==> src/rtl/pc_update_unit.sv <==
// Program-counter stage: holds PC and EPC, qualifies PC writes with ALU flags and
// runs the multi-cycle exception sequence that fetches the handler from the vector table.
module pc_update_unit #(
  parameter logic [31:0] RESET_PC   = 32'd0,
  parameter logic [31:0] VEC_BASE   = 32'd253,
  parameter logic [31:0] EPC_OFFSET = 32'd4
) (
  input  logic        clk,
  input  logic        reset,
  input  logic [31:0] pc_in,
  input  logic        pc_write,
  input  logic        pc_write_cond,
  input  logic [1:0]  branch_op,
  input  logic        alu_zero,
  input  logic        alu_gt,
  input  logic        exc_req,
  input  logic [1:0]  exc_code,
  input  logic [7:0]  mem_byte,
  output logic [31:0] pc_out,
  output logic [31:0] epc_out,
  output logic [31:0] vec_addr,
  output logic        vec_rd,
  output logic        exc_busy
);

  localparam logic [2:0] StIdle = 3'd0;
  localparam logic [2:0] StSave = 3'd1;
  localparam logic [2:0] StRead = 3'd2;
  localparam logic [2:0] StWait = 3'd3;
  localparam logic [2:0] StLoad = 3'd4;

  logic [2:0]  state_q, state_d;
  logic [31:0] pc_q, pc_d;
  logic [31:0] epc_q, epc_d;
  logic [31:0] vec_addr_q, vec_addr_d;
  logic        vec_rd_q, vec_rd_d;
  logic [1:0]  code_q, code_d;
  logic [7:0]  byte_q, byte_d;
  logic        cond_true;

  always_comb begin
    cond_true = 1'b0;
    case (branch_op)
      2'd0:    cond_true = alu_zero;
      2'd1:    cond_true = !alu_zero;
      2'd2:    cond_true = alu_zero | !alu_gt;
      default: cond_true = alu_gt;
    endcase
  end

  always_comb begin
    state_d    = state_q;
    pc_d       = pc_q;
    epc_d      = epc_q;
    vec_addr_d = vec_addr_q;
    vec_rd_d   = vec_rd_q;
    code_d     = code_q;
    byte_d     = byte_q;
    case (state_q)
      StIdle: begin
        // An exception request wins over any simultaneous PC write.
        if (exc_req) begin
          state_d = StSave;
          code_d  = (exc_code == 2'd3) ? 2'd0 : exc_code;
        end else if (pc_write) begin
          pc_d = pc_in;
        end else if (pc_write_cond && cond_true) begin
          pc_d = pc_in;
        end
      end
      StSave: begin
        epc_d      = pc_q - EPC_OFFSET;
        vec_addr_d = VEC_BASE + {30'd0, code_q};
        vec_rd_d   = 1'b1;
        state_d    = StRead;
      end
      StRead: begin
        vec_rd_d = 1'b0;
        state_d  = StWait;
      end
      StWait: begin
        byte_d  = mem_byte;
        state_d = StLoad;
      end
      StLoad: begin
        pc_d       = {24'd0, byte_q};
        vec_addr_d = 32'd0;
        state_d    = StIdle;
      end
      default: begin
        state_d  = StIdle;
        vec_rd_d = 1'b0;
      end
    endcase
  end

  always_ff @(posedge clk) begin
    if (reset) begin
      state_q    <= StIdle;
      pc_q       <= RESET_PC;
      epc_q      <= 32'd0;
      vec_addr_q <= 32'd0;
      vec_rd_q   <= 1'b0;
      code_q     <= 2'd0;
      byte_q     <= 8'd0;
    end else begin
      state_q    <= state_d;
      pc_q       <= pc_d;
      epc_q      <= epc_d;
      vec_addr_q <= vec_addr_d;
      vec_rd_q   <= vec_rd_d;
      code_q     <= code_d;
      byte_q     <= byte_d;
    end
  end

  assign pc_out   = pc_q;
  assign epc_out  = epc_q;
  assign vec_addr = vec_addr_q;
  assign vec_rd   = vec_rd_q;
  assign exc_busy = (state_q != StIdle);

endmodule

==> config.mk <==
export PLATFORM = sky130hd
export DESIGN_NAME = pc_update_unit
export DESIGN_NICKNAME = d
export VERILOG_FILES = /design/src/rtl/pc_update_unit.sv
export SDC_FILE = /design/constraint.sdc
export NUM_CORES = 1
export LEC_CHECK = 0
export BUFFER_PORTS_ARGS = -buffer_cell sky130_fd_sc_hd__buf_2
export CAP_MARGIN = 15
export CORE_MARGIN = 2
export CORE_UTILIZATION = 40
export DETAILED_ROUTE_END_ITERATION = 7
export GPL_TIMING_DRIVEN = 0
export PLACE_DENSITY = 0.74
export SLEW_MARGIN = 15
export SYNTH_ARGS = -nofsm -noshare
export SYNTH_HDL_FRONTEND = slang
export SYNTH_SLANG_ARGS = --single-unit
export TNS_END_PERCENT = 5
==> constraint.sdc <==
create_clock -name clk -period 4.5 [get_ports clk]
set_input_delay 0.675 -clock clk [delete_from_list [all_inputs] [get_ports clk]]
set_output_delay 0.675 -clock clk [all_outputs]
set_load 0.1 [all_outputs]
# ---- After elaboration in Yosys (flattened, before gate mapping)
# Index checks and enable logic that the tools add are counted.
dict set report totals {
  ff_bits 110
  in_bits 51
  output_inout_bits 98
  wordCells 41
}
dict set report classes {
  eq_ne 10
  mux 10
  bitwise_logic 1
  add_sub_neg 2
  reduce_logical 11
}
# cell n
set op_table {}
lappend op_table {{32-bit one-hot mux with 2 select lines} 2}
lappend op_table {{32-bit two-way mux} 3}
lappend op_table {{32-bit by 3-bit subtractor with 32-bit output, second input constant} 1}
lappend op_table {{3-bit one-hot mux with 4 select lines} 1}
lappend op_table {{8-bit by 2-bit adder with 9-bit output, first input constant} 1}
lappend op_table {{3-bit by 2-bit equality test with 1-bit output, second input constant} 2}
lappend op_table {{2-bit equality test, second input constant} 2}
lappend op_table {{2-bit inequality test, second input constant} 2}
lappend op_table {{2-bit nonzero test} 2}
lappend op_table {{3-bit by 1-bit equality test with 1-bit output, second input constant} 1}
lappend op_table {{3-bit equality test, second input constant} 1}
lappend op_table {{3-bit zero test} 1}
lappend op_table {{3-bit two-way mux} 1}
lappend op_table {{3-bit inequality test, second input constant} 1}
lappend op_table {{1-bit one-hot mux with 3 select lines} 1}
lappend op_table {{3-bit AND reduction} 1}
lappend op_table {{3-bit nonzero test} 1}
lappend op_table {{3-bit OR reduction} 1}
lappend op_table {{2-bit by 1-bit equality test with 1-bit output, second input constant} 1}
lappend op_table {{1-bit zero test} 2}
lappend op_table {{2-bit zero test} 1}
lappend op_table {{2-bit two-way mux} 1}
lappend op_table {{1-bit one-hot mux with 2 select lines} 1}
lappend op_table {{2-bit AND reduction} 1}
lappend op_table {{other kinds (2)} 2}

# ---- Longest topological paths before layout
dict set report logic_depth {
  word_depth 8
  mapped_depth 7
  depth_no_buf 7
}

# ---- Worst setup path after synthesis
# Ideal clock, no wire load.
dict set report synth_path {
  path_kind {flip-flop to flip-flop}
  start {register pc_q[2], in the netlist pc_out[2]}
  end {register epc_q[28], in the netlist epc_out[28]}
  setup_slack_ns 1.488
  setup_ns 0.086
  t_required_ns 4.414
  t_arrival_ns 2.926
  synth_period_minus_slack_ns 3.012
  n_path_buf 0
  stages_incl_launch_ff 8
  cell_sequence {dfxtp_1 > inv_1 > ha_1 > or4b_2 > nor4_1 > nand4_1 > xor2_1 > a211oi_1}
}
dict set report synth_via {
  elab_chain_cells 1
}
# item line
set synth_lines {}
lappend synth_lines {{start: declaration} 33} ;# logic [31:0] pc_q, pc_d;
lappend synth_lines {{start signal: assignment} 108} ;# pc_q <= pc_d;
lappend synth_lines {{32-bit by 3-bit subtractor with 32-bit output} 72} ;# epc_d = pc_q - EPC_OFFSET;
lappend synth_lines {{end signal: assignment} 109} ;# epc_q <= epc_d;
lappend synth_lines {{end: declaration} 34} ;# logic [31:0] epc_q, epc_d;
# Every way passes these cells.
# A chain may end at the register's enable or synchronous reset.

# ---- Final worst setup path
# Ends and elaborated chain as after synthesis.

==> run summary <==
PnR worst setup slack: 1.75 ns
EDFF count, synth: 0
Max Clock Freq: 0.364 GHz
All-Layer GR Usage: 19.8%
Post-synthesis async set-or-reset flop share: 0%
CTS H-tree lvls: 3
Hold slack final: 0.473 ns
Status: completed
Maxcap violations: 0
Drt initial violations: 207
Reg clk slew, reported paths: 0.09 ns
Setup TNS: 0 ns
Peak fanout along the critical path: 7
Critical-path top delay cell: nor4_2
Largest family of logic cells by synthesized area: compound AO/OA/AOI/OAI gates
Synthesized area: 3760 sq um
Syn. warnings: 0
Post-synthesis mux area share: 2.13%
CTS sink cnt: 82
Post-synth cell types: 47
CTS buffer count: 9
Placer congestion estimate: 0.841
Core box area: 9200 sq um
Die area: 10200 sq um
Initial antenna violation count: 0
Final period utilization: 61.0%
Simple-gate share of the synthesized area: 16.5%
Cells after Synth: 420
#FFs+latches synth: 82
Hold WC Path Type: flop to flop
Final-stage net count: 630
Final setup viols: 0
Worst EP required: 4.78 ns
Leak: 2.23 nW
Max Slew Vio Count: 0
Worst hold stages: 2
Post_cts resized: 0
Post-CTS Hold Buffers: 0
Diodes inserted: 0
Crit. End Element: flop
Layout cells sized above 1: 30.4%
Buf+Inv Stages, Crit Path: 1
Wirelength per Cell: 14.9 microns
GR Overflow Total: 0
Largest net degree at the start of global routing: 15
Worst Hold Path EP: epc_out[0]
R2R setup slack: 1.75 ns
Synth Area in XOR/XNOR: 6.29%
Clk root buf: clkbuf_8
Port Buffers: 124
Worst Reg2Reg Path Length in Cells: 7
CP Cell Sequence: inv_1 -> ha_1 -> or4b_2 -> nor4_2 -> nand4_1 -> xor2_1 -> a211oi_1
Pwr dens: 508 nW/um^2
Finished layout cell area: 4830 sq um
Global-route wire length before repair: 15900 microns
Worst Skew: 0.0155 ns
Die Span X: 101 microns
Min Tclk post-route: 2.75 ns
Post-synthesis sequential area ratio: 43.6%
Hold Startpoint: epc_out[0]
Die height: 101 microns
Rel. slew slack: 38.3%
Post-placement cell area: 4600 sq um
Peak per-stage delay on the critical path: 0.69 ns
Vias in the first global route: 3259
Final WL: 10300 microns
Starting density of the core: 40.9%
WS Path Type: flop to flop
Unrepaired setup endpoints after global routing: false
DPL Wire Length: 7870 microns
Row count: 35
TritonRoute pass-1 iters: 5
Startpoint types: flop
Vias per cell: 5.25
Worst vdd ir: 254 uV
RR Endpoint: epc_out[28]
# Post-CTS Setup Buffers: 0
Total power: 2.45 mW
I/O pins: 149
TritonCTS clock tree: done
Hold Violations, Final: 0
Later-pin clock latency in the skew report: 0.35 ns
DRC: 0
Area Overhead vs Synth: 28.3%
Top cell family by delay on the critical path: simple AND/OR/NAND/NOR gates
Worst r2r src: pc_out[2]
CTS max path bufs: 2
Tightest Pin Transition: 0.918 ns
Compound-Gate Fraction of Synth Area: 21.5%
Critical path depth in cells: 7
Setup WS pre-CTS: 1.41 ns
Top_reg_cell synth: dfxtp_1
Vias: 3641
Post-synthesis adder-cell area fraction: 0.665%
Mean Syn Cell Area: 8.96 sq um
Post-DRT Antenna Nets: 0
Critical path arrival: 3.02 ns
==> metal layers <==
layer	routed length (microns)	GRT usage (%)	up-vias	part of all wire [%]
li1	-	-	1778	-
met1	4740	26.7	1697	46
met2	4720	30.6	143	46
met3	604	2.98	23	5.9
met4	248	10.1	0	2.4
met5	0	0	-	0
==> through the flow <==
stage          instances  utilization [%]
6_report             693             52.5
5_1_grt              693             52.5
4_1_cts              693             52.4
3_5_place_dp         677             50.1
3_3_place_gp         677             50.1
2_1_floorplan        442                -
==> cells in the mapped netlist, types with 3 or more instances <==
library cell | count | share of area, %
a22oi_1 | 4 | 0.80
o31ai_1 | 4 | 0.80
a211oi_1 | 25 | 5.0
a22o_1 | 26 | 6.1
xnor2_1 | 15 | 3.5
a21oi_1 | 15 | 2.0
clkbuf_1 | 24 | 2.4
or4_1 | 6 | 1.2
buf_4 | 28 | 5.6
nor3_1 | 9 | 1.2
inv_1 | 4 | 0.40
o21ai_0 | 10 | 1.3
nor4_1 | 7 | 1.2
xor2_1 | 12 | 2.8
dfxtp_1 | 82 | 44
mux2i_1 | 8 | 2.1
or3_1 | 3 | 0.50
nand2_1 | 22 | 2.2
nand3_1 | 6 | 0.80
a32oi_1 | 9 | 2.1
nor2_1 | 62 | 6.2
o21a_1 | 8 | 1.6
==> final cells by class <==
class / instances / area [sq um]
Clock buffer: 11 / 151
Clock inverter: 5 / 60.1
Sequential cell: 82 / 1640
Multi-Input combinational cell: 299 / 1870
Buffer: 56 / 324
Timing Repair Buffer: 124 / 621
Tap cell: 111 / 139
Inverter: 5 / 18.8
Fill cell: 877 / 4370
==> power breakdown <==
group          internal (mW)  switching (mW)
Clock                  0.289           0.268
Sequential             0.790          0.0611
Combinational          0.233           0.810
Total                   1.31            1.14
==> worst min-delay path: cells and delay by family (launching register included) <==
family          cells  cell delay, ns
compound gates      1            0.05
flops               1            0.32
simple gates        1            0.05
==> logic make-up after synthesis <==
group                    Yosys count
multiplexers                       8
adder cells (fa/ha/maj)            2
AND/OR/NAND/NOR                  130
AO/OA/AOI/OAI                    109
flip-flops                        82
XOR/XNOR                          27
buffers and inverters             61
other                              1
==> layout by cell type (no fill, tap or decap), types with 5 or more instances in the layout <==
cell,Yosys,layout
a211oi_1,25,25
buf_2,0,124
clkbuf_1,24,24
nand3_1,6,6
buf_4,28,28
o21a_1,8,8
a21oi_1,15,15
xnor2_1,15,15
dfxtp_1,82,82
clkbuf_8,0,11
nor4_1,7,5
nor2_1,62,62
nor3_1,9,9
conb_1,1,23
o21ai_0,10,10
a32oi_1,9,9
nand2_1,22,22
mux2i_1,8,8
a22o_1,26,26
xor2_1,12,12
or4_1,6,6
==> flip-flops by register name (all words and copies together) (netlist names) <==
name,cells
epc_out,32
byte_q,8
state_q,3
vec_rd,1
code_q,2
vec_addr,4
pc_out,32
==> worst max-delay path by stage <==
| stage | slack, ns | endpoint | startpoint |
|---|---|---|---|
| floorplan | 1.49 | epc_out[28] | pc_out[2] |
| global placement | 1.48 | epc_out[28] | pc_out[2] |
| detailed placement | 1.41 | epc_out[20] | pc_out[2] |
| CTS | 1.40 | epc_out[20] | pc_out[2] |
| global route | 1.61 | epc_out[22] | pc_out[2] |
| finish | 1.75 | epc_out[28] | pc_out[2] |
No activity file was read; power rests on OpenSTA's default activity.
